File: src/rtl/fir_mac_filter_if.sv
// fir_mac_filter_if: sample-in, coefficient-write and result-out bundle for fir_mac_filter.
// Latency: none, wires only.
// Backpressure: in_ready throttles samples; out_ready holds the result.
// Ports: in_valid/in_ready/in_data, coef_we/coef_addr/coef_wdata, out_valid/out_ready/out_data.
// slave is the filter side; master is the upstream/downstream side.
interface fir_mac_filter_if #(
  parameter int DATA_W = 16,
  parameter int COEF_W = 16,
  parameter int TAPS   = 32,
  parameter int OUT_W  = 16
);
  localparam int AW = $clog2(TAPS);

  logic                     in_valid;
  logic                     in_ready;
  logic signed [DATA_W-1:0] in_data;
  logic                     coef_we;
  logic [AW-1:0]            coef_addr;
  logic signed [COEF_W-1:0] coef_wdata;
  logic                     out_valid;
  logic                     out_ready;
  logic signed [OUT_W-1:0]  out_data;

  modport slave (
    input  in_valid, in_data, coef_we, coef_addr, coef_wdata, out_ready,
    output in_ready, out_valid, out_data
  );

  modport master (
    output in_valid, in_data, coef_we, coef_addr, coef_wdata, out_ready,
    input  in_ready, out_valid, out_data
  );
endinterface

File: src/rtl/fir_mac_filter.sv
// fir_mac_filter: time-multiplexed FIR, one multiplier shared over TAPS cycles per accepted sample.
// Latency: result valid TAPS+1 cycles after the accept cycle; the first TAPS-1 samples after reset/clear give none.
// Backpressure: result held in OUT with in_ready low until out_ready; coefficient writes only land in IDLE.
// Ports: clk, rst (async, active-low), clear (IDLE only), busy (MAC/OUT), bus (fir_mac_filter_if.slave).
// Build option: define FIR_SAT_EN to clamp the rounded result to OUT_W; otherwise it wraps.
module fir_mac_filter #(
  parameter int DATA_W = 16,
  parameter int COEF_W = 16,
  parameter int FRAC_W = 15,
  parameter int TAPS   = 32,
  parameter int OUT_W  = 16
) (
  input  logic            clk,
  input  logic            rst,
  input  logic            clear,
  output logic            busy,
  fir_mac_filter_if.slave bus
);
  localparam int AW    = $clog2(TAPS);
  localparam int FW    = $clog2(TAPS + 1);
  localparam int PW    = DATA_W + COEF_W;
  localparam int ACC_W = PW + AW;

  // Half an output LSB, added before the arithmetic shift: round half toward +inf.
  localparam logic signed [ACC_W-1:0] RND = ACC_W'(1) << (FRAC_W - 1);

  typedef enum logic [1:0] {S_IDLE, S_MAC, S_OUT} state_t;

  state_t                   state_q, state_d;
  logic signed [DATA_W-1:0] x_q [TAPS];
  logic signed [DATA_W-1:0] x_d [TAPS];
  logic signed [COEF_W-1:0] c_q [TAPS];
  logic signed [COEF_W-1:0] c_d [TAPS];
  logic [FW-1:0]            fill_q, fill_d;
  logic signed [ACC_W-1:0]  acc_q, acc_d;
  logic [AW-1:0]            k_q, k_d;
  logic                     in_ready_q, in_ready_d;
  logic                     out_valid_q, out_valid_d;
  logic                     busy_q, busy_d;
  logic signed [OUT_W-1:0]  out_data_q, out_data_d;

  logic signed [PW-1:0]     prod;
  logic signed [ACC_W-1:0]  sum;
  logic signed [ACC_W-1:0]  sum_rnd;
  logic signed [ACC_W-1:0]  rnd;
  logic signed [OUT_W-1:0]  narrowed;

`ifdef FIR_SAT_EN
  localparam logic signed [ACC_W-1:0] OUT_MAX =
    $signed({{(ACC_W-OUT_W+1){1'b0}}, {(OUT_W-1){1'b1}}});
  localparam logic signed [ACC_W-1:0] OUT_MIN = ~OUT_MAX;

  always_comb begin
    if (rnd > OUT_MAX)      narrowed = OUT_MAX[OUT_W-1:0];
    else if (rnd < OUT_MIN) narrowed = OUT_MIN[OUT_W-1:0];
    else                    narrowed = rnd[OUT_W-1:0];
  end
`else
  // Plain two's-complement wrap: the upper bits are simply discarded.
  logic unused_rnd_hi;
  assign unused_rnd_hi = ^rnd[ACC_W-1:OUT_W];

  always_comb begin
    narrowed = rnd[OUT_W-1:0];
  end
`endif

  always_comb begin
    // Datapath: the current term folded into the running sum, plus the final
    // rounding of that sum, which is only captured on the last MAC cycle.
    prod    = PW'(x_q[k_q]) * PW'(c_q[k_q]);
    sum     = acc_q + {{AW{prod[PW-1]}}, prod};
    sum_rnd = sum + RND;
    rnd     = sum_rnd >>> FRAC_W;

    state_d    = state_q;
    x_d        = x_q;
    c_d        = c_q;
    fill_d     = fill_q;
    acc_d      = acc_q;
    k_d        = k_q;
    out_data_d = out_data_q;

    case (state_q)
      S_IDLE: begin
        // A write in the accept cycle lands before MAC reads c_q, so the
        // new coefficient already applies to this sample.
        if (bus.coef_we && ({1'b0, bus.coef_addr} < (AW+1)'(TAPS))) begin
          c_d[bus.coef_addr] = bus.coef_wdata;
        end
        if (bus.in_valid) begin
          for (int i = TAPS - 1; i > 0; i--) begin
            x_d[i] = x_q[i-1];
          end
          x_d[0] = bus.in_data;
          if (fill_q != FW'(TAPS)) fill_d = fill_q + FW'(1);
          acc_d   = '0;
          k_d     = '0;
          state_d = S_MAC;
        end else if (clear) begin
          for (int i = 0; i < TAPS; i++) begin
            x_d[i] = '0;
          end
          fill_d = '0;
        end
      end
      S_MAC: begin
        acc_d = sum;
        k_d   = k_q + AW'(1);
        if (k_q == AW'(TAPS - 1)) begin
          // fill_q already counts this sample; a partial line is a warm-up
          // result and is dropped.
          if (fill_q == FW'(TAPS)) begin
            state_d    = S_OUT;
            out_data_d = narrowed;
          end else begin
            state_d = S_IDLE;
          end
        end
      end
      S_OUT: begin
        if (bus.out_ready) state_d = S_IDLE;
      end
      default: state_d = S_IDLE;
    endcase

    // Status outputs are registered decodes of the next state.
    in_ready_d  = (state_d == S_IDLE);
    out_valid_d = (state_d == S_OUT);
    busy_d      = (state_d != S_IDLE);
  end

  always_ff @(posedge clk or negedge rst) begin
    if (!rst) begin
      state_q <= S_IDLE;
      for (int i = 0; i < TAPS; i++) begin
        x_q[i] <= '0;
        c_q[i] <= '0;
      end
      fill_q      <= '0;
      acc_q       <= '0;
      k_q         <= '0;
      in_ready_q  <= 1'b1;
      out_valid_q <= 1'b0;
      busy_q      <= 1'b0;
      out_data_q  <= '0;
    end else begin
      state_q     <= state_d;
      x_q         <= x_d;
      c_q         <= c_d;
      fill_q      <= fill_d;
      acc_q       <= acc_d;
      k_q         <= k_d;
      in_ready_q  <= in_ready_d;
      out_valid_q <= out_valid_d;
      busy_q      <= busy_d;
      out_data_q  <= out_data_d;
    end
  end

  assign bus.in_ready  = in_ready_q;
  assign bus.out_valid = out_valid_q;
  assign bus.out_data  = out_data_q;
  assign busy          = busy_q;

endmodule
File: src/flat_wrapper.sv
// flat-port wrapper written by rule: the top's interface ports become plain ports
module fir_mac_filter_flat 
#(
  parameter int DATA_W = 16,
  parameter int COEF_W = 16,
  parameter int FRAC_W = 15,
  parameter int TAPS   = 32,
  parameter int OUT_W  = 16
)
  (clk, rst, clear, busy, bus_in_valid, bus_in_data, bus_coef_we, bus_coef_addr, bus_coef_wdata, bus_out_ready, bus_in_ready, bus_out_valid, bus_out_data);
  fir_mac_filter_if #(.DATA_W(DATA_W), .COEF_W(COEF_W), .TAPS(TAPS), .OUT_W(OUT_W)) bus_i ();
  input  logic clk;
  input  logic rst;
  input  logic clear;
  output logic busy;
  input wire logic [$bits(bus_i.in_valid)-1:0] bus_in_valid;
  input wire logic [$bits(bus_i.in_data)-1:0] bus_in_data;
  input wire logic [$bits(bus_i.coef_we)-1:0] bus_coef_we;
  input wire logic [$bits(bus_i.coef_addr)-1:0] bus_coef_addr;
  input wire logic [$bits(bus_i.coef_wdata)-1:0] bus_coef_wdata;
  input wire logic [$bits(bus_i.out_ready)-1:0] bus_out_ready;
  output wire logic [$bits(bus_i.in_ready)-1:0] bus_in_ready;
  output wire logic [$bits(bus_i.out_valid)-1:0] bus_out_valid;
  output wire logic [$bits(bus_i.out_data)-1:0] bus_out_data;
  assign bus_i.in_valid = bus_in_valid;
  assign bus_i.in_data = bus_in_data;
  assign bus_i.coef_we = bus_coef_we;
  assign bus_i.coef_addr = bus_coef_addr;
  assign bus_i.coef_wdata = bus_coef_wdata;
  assign bus_i.out_ready = bus_out_ready;
  assign bus_in_ready = bus_i.in_ready;
  assign bus_out_valid = bus_i.out_valid;
  assign bus_out_data = bus_i.out_data;
  fir_mac_filter #(.DATA_W(DATA_W), .COEF_W(COEF_W), .FRAC_W(FRAC_W), .TAPS(TAPS), .OUT_W(OUT_W)) u_core (.clk(clk), .rst(rst), .clear(clear), .busy(busy), .bus(bus_i));
endmodule
File: config.mk
export PLATFORM = sky130hd
export DESIGN_NAME = fir_mac_filter_flat
export DESIGN_NICKNAME = d
export VERILOG_FILES = /design/src/rtl/fir_mac_filter_if.sv /design/src/rtl/fir_mac_filter.sv /design/src/flat_wrapper.sv
export SDC_FILE = /design/constraint.sdc
export NUM_CORES = 2
export LEC_CHECK = 0
export ABC_AREA = 0
export CORE_MARGIN = 2
export CORE_UTILIZATION = 25
export DETAILED_ROUTE_END_ITERATION = 12
export GPL_ROUTABILITY_DRIVEN = 0
export PLACE_DENSITY = 0.47
export RECOVER_POWER = 100
export SLEW_MARGIN = 20
export SYNTH_ARGS = -nofsm -noshare
export SYNTH_HDL_FRONTEND = slang
export SYNTH_SLANG_ARGS = --single-unit
export TNS_END_PERCENT = 5
File: constraint.sdc
create_clock -name clk -period 30 [get_ports clk]
set_clock_uncertainty 0.1 [all_clocks]
set_input_delay 6 -clock clk [delete_from_list [all_inputs] [get_ports clk]]
set_output_delay 6 -clock clk [all_outputs]
set_load 0.01 [all_outputs]
# Word level (Yosys, flattened, before mapping)
# Index checks and enable logic that the tools add are counted.
[word_totals] register_bits=1093 input_bits=43
[classes] addsub=4 n_mul=1 n_lt_le_gt_ge=3 eq_ne=8 n_mux=23 bitwise=2 n_reduce_logical=11
[op_table] op="2-to-1 mux 512 bit" count=2
[op_table] op="bitwise mux 512 bit" count=1
[op_table] op="binary-select mux 16 bit (select 5 bit)" count=2
[op_table] op="demux 16 bit (select 5 bit)" count=1
[op_table] op="2-to-1 mux 16 bit" count=5
[op_table] op="one-hot mux 37 bit (2 select lines)" count=1
[op_table] op="adder 37 bit" count=1
[op_table] op="2-to-1 mux 37 bit" count=1
[op_table] op="multiplier 16 x 16 -> 32 bit" count=1
[op_table] op="adder 31 x 16 -> 31 bit, second input constant" count=1
[op_table] op="2-to-1 mux 6 bit" count=3
[op_table] op=">= comparator 6 bit, second input constant" count=2
[op_table] op="NOT 5 -> 6 bit" count=2
[op_table] op="one-hot mux 5 bit (2 select lines)" count=1
[op_table] op="2-to-1 mux 2 bit" count=4
[op_table] op="adder 6 x 1 -> 6 bit, second input constant" count=1
[op_table] op="equality test 6 bit, second input constant" count=1
[op_table] op="< comparator 6 x 1 -> 1 bit, second input constant" count=1
[op_table] op="inequality test 6 bit, second input constant" count=1
[op_table] op="one-hot mux 2 bit (3 select lines)" count=1
[op_table] op="AND reduction 2 bit" count=3
[op_table] op="AND reduction 3 bit" count=2
[op_table] op="nonzero test 2 bit" count=3
[op_table] op="adder 5 x 1 -> 5 bit, second input constant" count=1
[op_table] op="8 further kinds" count=10

# Longest topological paths before layout
[logic_depth] ltp_word=7 mapped_depth=46

# Worst setup path before layout
# Ideal clock, no wire load.
[synth_path] path_type="reg2reg" start="register u_core.k_q[0]" end="register u_core.out_data_q[15] (netlist: u_core.bus.out_data[15])" setup_ps=125 arrival_time_ps=10334 path_slack_ps=19441 stages_incl_launch_ff=40 synth_period_minus_slack_ps=10559 cell_sequence="dfrtp_1 buf_4 buf_6 buf_2 buf_1 mux4_2 mux4_2 mux2i_1 clkbuf_1 nor2_1 fa_1 inv_1 fa_1 fa_1 fa_1 inv_1 fa_1 inv_1 [... 4 more ...] nand2b_1 a21o_1 or2_2 and3_1 o21a_1 o21ai_0 a221oi_1 ha_1 o21ai_0 a22oi_1 nand4_1 o31a_1 and2_1 a31o_2 o21ai_0 xnor3_1 xor2_1 mux2_2"
[synth_between] elab_chain_cells=7 word_cells_on_any_way=12 classes_between="add/sub (2); mul (1); eq/ne (1); mux (6); bitwise (1); reduce/logical (1)"
[synth_rtl] item="start: declaration" line="fir_mac_filter.sv:36" rtl="logic [AW-1:0] k_q, k_d;"
[synth_rtl] item="start signal: assignment" line="fir_mac_filter.sv:153" rtl="k_q <= k_d;"
[synth_rtl] item="NOT 5 -> 6 bit (implied by the code)" line="fir_mac_filter.sv:71" rtl="prod = PW'(x_q[k_q]) * PW'(c_q[k_q]);"
[synth_rtl] item="binary-select mux 16 bit (select 5 bit)" line="fir_mac_filter.sv:71"
[synth_rtl] item="2-to-1 mux 16 bit (implied by the code) (2 in series)" line="fir_mac_filter.sv:71"
[synth_rtl] item="multiplier 16 x 16 -> 32 bit" line="fir_mac_filter.sv:71"
[synth_rtl] item="adder 37 bit" line="fir_mac_filter.sv:72" rtl="sum = acc_q + {{AW{prod[PW-1]}}, prod};"
[synth_rtl] item="adder 31 x 16 -> 31 bit" line="fir_mac_filter.sv:73" rtl="sum_rnd = sum + RND;"
[synth_rtl] item="end signal: assignment" line="fir_mac_filter.sv:157" rtl="out_data_q <= out_data_d;"
[synth_rtl] item="end: declaration" line="fir_mac_filter.sv:40" rtl="logic signed [OUT_W-1:0] out_data_q, out_data_d;"
# Parallel ways exist; a longest one is shown, timed or not. The select of a mux whose other input is x is not followed.
# A chain may end at the register's enable or synchronous reset.

# Final worst setup path
[layout_path] start="register u_core.k_q[0]" end="register u_core.out_data_q[12] (netlist: u_core.bus.out_data[12])"
# Same word-level chain as after synthesis.

==> parameters.txt <==
Parameter                              Value

Timing
  Worst path setup slack after routing ... between 10 and 15 ns
  Final setup violation count ... 0
  Final hold viol count ... 0
  Worst slew slack as a fraction of its limit ... -538.6%
  RSZ-0062 raised after global routing ... false
  Final period utilization ... 65.95%
  Number of pins with negative max-slew slack in the final report ... 1931
  Crit path time final ... 19.79 ns
  Max Clk Rate ... 50.54 MHz
  Slew at the pin closest to its max-slew limit ... roughly 9.6 ns
  Final hold slack ... between 0.3 and 0.4 ns
  Accumulated negative setup slack ... 0 ns

Floorplanning
  Number of core rows ... 178
  Die Y-Extent ... 489.7 um
  Core footprint ... around 230000 um2
  Number of top-level design ports ... 62
  Die boundary width ... 489.7 um
  Overall die area ... 239800 um2
  Starting Density ... 25.10%

Routing
  Avg Vias per Cell ... 4.738
  WL per Instance ... 20.09 um
  Total routed wirelength ... 151800 um
  Number of nets with antenna violations after detailed routing ... 0
  First DRT Iteration DRCs ... 2647
  Number of remaining DRC errors ... 0
  Routed vias ... 35790
  DRT Pass-1 Iters ... 5

Global routing
  Global-route total usage across every layer ... 12.69%
  Antenna violations before repair ... 7
  Remaining global-route overflow ... 0
  Global-route wire length before repair ... roughly 240000 um
  GRT met1 Usage ... 18.66%
  Top Usage Layer GRT ... met2
  Vias in the first global route ... 37570
  M3 GR Usage ... 1.857%
  Met2 Use GR ... between 15 and 20%
  Largest net degree at the start of global routing ... 216

Clocking
  CTS buffer count ... 121
  TritonCTS clock tree ... yes
  # clock sinks ... 1087
  Number of buffers between clock root and the deepest sink ... 3
  Register clock-pin slew on the reported worst setup and hold paths ... about 0.06 ns
  Total number of H-tree levels ... 3
  Insertion delay of the later-clocked pin in the worst-skew pair ... 0.76 ns
  Count of buffers added by post-CTS timing repair for setup ... 0
  Quantity of gates resized following cts ... 0
  Clock Root Buffer ... sky130_fd_sc_hd__clkbuf_16
  Count of hold-fix buffers inserted at cts ... 0

Layout
  Area growth from synthesis to layout ... 13.17%
  Proportion of layout cells with a drive suffix above 1 ... 25.51%
  Final core utilization ... roughly 28%
  Fill count ... between 20000 and 25000
  Net total in the final layout ... between 4000 and 5000

Min path
  Hold crit path type ... reg -> reg

Logic synthesis
  Avg Cell Area, Syn ... 13.42 um2
  Net count after synthesis ... 4811
  Number of flip-flops and latches in the synthesized netlist ... 1087
  Post-synthesis cell count ... 4394
  Number of warnings issued by yosys ... 0
  Area fraction of the dominant cell type after synthesis ... 46.08%
  Share of synthesized area occupied by flip-flops and latches ... 46.12%
  Number of unique standard cell types used by synthesis ... 74
  Post-synth EDFFs ... 0
  Mapped cell area ... 58980 um2
  Top post-synthesis cells by area ... sky130_fd_sc_hd__dfrtp_1 46%, sky130_fd_sc_hd__mux4_2 12%, sky130_fd_sc_hd__mux2_2 10%
  Asr flop ratio synth ... 100.0%
  Post-synthesis cell type with the largest combined area ... sky130_fd_sc_hd__dfrtp_1
  Primary FF master, synth ... sky130_fd_sc_hd__dfrtp_1

Critical path
  Critical-path maximum fanout ... 42
  Cell type of the slowest stage on the worst timing path ... sky130_fd_sc_hd__clkbuf_1
  Cell repeated most along the worst path ... sky130_fd_sc_hd__fa_1
  Kind of start point of the critical path ... flip-flop
  Crit path capture type ... flip-flop
  Worst endpoint required time ... 30.52 ns
  CP arrival ... between 20 and 25 ns
  Worst path max stage delay ... around 2.7 ns
  Worst setup path category ... reg -> reg

Place
  Placed wire-length estimate after detailed placement ... 91870 um
  Worst slack at placement ... 16.62 ns
  Number of port buffers ... 61

Run
  # Max-Cap Violations ... roughly 50

Power and ir drop
  Lkg Pwr ... 30.68 nW
  Power density normalized to cell area ... between 70 and 80 nW/um2
  Max rail drop VDD ... 0.06196 mV
  Post-layout power ... around 5.2 mW

Status
  Violated checks ... max-capacitance violations, max-slew violations
  Run status ... finished with violations
==> area by class of cell <==
type,count,area (um2),share of cell area [%]
flip-flops and latches,1087,27220,40.78
multi-input cells,2635,29250,43.83
inverters,340,1276,1.912
clock inverters,41,561.8,0.8417
clock buffers,178,3512,5.262
well taps,3150,3941,5.905
diodes,2,5.005,0.007498
repair buffers,122,979.7,1.468
==> state kept, by name, indices dropped and copies added (netlist names) <==
| register | count |
|---|---|
| u_core.c_q | 512 |
| u_core.x_q | 512 |
| u_core.acc_q | 31 |
| u_core.bus.out_data | 16 |
| u_core.fill_q | 6 |
| u_core.k_q | 5 |
| u_core.state_q | 2 |
| u_core.bus.in_ready | 1 |
| u_core.bus.out_valid | 1 |
| u_core.busy | 1 |
==> worst max-delay path: cells and delay by family, from the launching register on <==
kind / cells / cell delay (ns)
AO/OA/AOI/OAI: 4 / 1.03
AND/OR/NAND/NOR: 11 / 2.52
buffers and inverters: 8 / 8.10
XOR/XNOR: 2 / 0.28
adder cells (fa/ha/maj): 8 / 3.68
multiplexers: 4 / 1.69
flip-flops: 1 / 2.15
==> power breakdown <==
| group | total [mW] | leakage [nW] | switching, mW | internal [mW] |
|---|---|---|---|---|
| combinational | 1.90 | 13.8 | 1.11 | 0.790 |
| clock | 1.51 | 1.97 | 0.635 | 0.880 |
| sequential | 1.81 | 15.0 | 0.167 | 1.64 |
| total | 5.23 | 30.7 | 1.91 | 3.31 |
==> cell usage after synthesis (all sizes together) (3+ instances only) <==
library cell,n
and4,4
nand3,42
inv,340
a22o,512
o2111ai,3
nor3,19
a21oi,53
o21ai,67
nand4,13
nand2b,40
a311oi,3
mux2,536
or2,13
and3,11
xnor2,42
dfrtp,1086
and2,8
or3,5
a2111oi,6
nor3b,8
mux2i,19
nor2,186
ha,117
a211oi,14
o211ai,6
a21o,25
o21a,9
xor2,27
o21bai,6
nand3b,3
clkbuf,269
a31oi,7
nand2,173
buf,63
nor4,9
mux4,312
nor2b,43
fa,257
o311a,3
==> worst paths after layout <==
path                                         from  slack, ns                 endpoint  cells past startpoint
setup reg to reg                    u_core.k_q[0]      10.21  u_core.bus.out_data[12]                     37
hold reg to reg            u_core.bus.out_data[0]       0.40   u_core.bus.out_data[0]                      1
min in group asynchronous                     rst       7.32          u_core.c_q[410]                      1
setup / recovery                    u_core.k_q[0]      10.21  u_core.bus.out_data[12]                     37
max in group asynchronous                     rst      11.57          u_core.x_q[391]                      6
hold / removal             u_core.bus.out_data[0]       0.40   u_core.bus.out_data[0]                      1
==> logic make-up (layout without fill, tap and decap cells) <==
family	Yosys count	after routing	synth area share, %
AOI/OAI and AO/OA	738	738	10.08
adders and majority gates	374	374	11.20
xor gates and xnor gates	70	70	1.063
muxes	867	867	22.49
and+or+nand+nor	586	586	4.646
buffers and inverters	672	681	4.391
DFF	1087	1087	46.12
other	0	2	0
==> metal layers <==
layer	share of wire [%]	up-vias
met3	3.6	176
li1	-	15730
met2	45	541
met1	49	19350
met4	1.9	4
met5	0.014	-
==> placed cells by master (no fill, tap or decap), types with 10 or more instances in the layout <==
cell	count
sky130_fd_sc_hd__dfrtp_1	1082
sky130_fd_sc_hd__buf_2	14
sky130_fd_sc_hd__inv_1	338
sky130_fd_sc_hd__and3_1	11
sky130_fd_sc_hd__fa_1	257
sky130_fd_sc_hd__clkbuf_8	27
sky130_fd_sc_hd__or2_2	13
sky130_fd_sc_hd__a21oi_1	53
sky130_fd_sc_hd__a211oi_1	13
sky130_fd_sc_hd__nand2b_1	39
sky130_fd_sc_hd__mux2i_1	10
sky130_fd_sc_hd__nor2b_1	43
sky130_fd_sc_hd__xor2_1	27
sky130_fd_sc_hd__mux4_2	312
sky130_fd_sc_hd__dlygate4sd3_1	24
sky130_fd_sc_hd__buf_4	28
sky130_fd_sc_hd__mux2_2	534
sky130_fd_sc_hd__clkinv_2	16
sky130_fd_sc_hd__clkdlybuf4s50_1	22
sky130_fd_sc_hd__nor2_1	186
sky130_fd_sc_hd__nand3_1	42
sky130_fd_sc_hd__a21o_1	25
sky130_fd_sc_hd__nand4_1	13
sky130_fd_sc_hd__ha_1	117
sky130_fd_sc_hd__nor3_1	19
sky130_fd_sc_hd__a22o_1	512
sky130_fd_sc_hd__clkbuf_16	121
sky130_fd_sc_hd__clkbuf_1	55
sky130_fd_sc_hd__nand2_1	173
sky130_fd_sc_hd__xnor2_1	42
sky130_fd_sc_hd__o21ai_0	62
==> stage by stage <==
step	instance area [um2]	instances
finish	66750	7555
global route	66740	7553
CTS	67050	7552
detailed placement	62980	7333
global placement	62980	7333
floorplan	58980	4394
(Power assumes the default switching activity.)
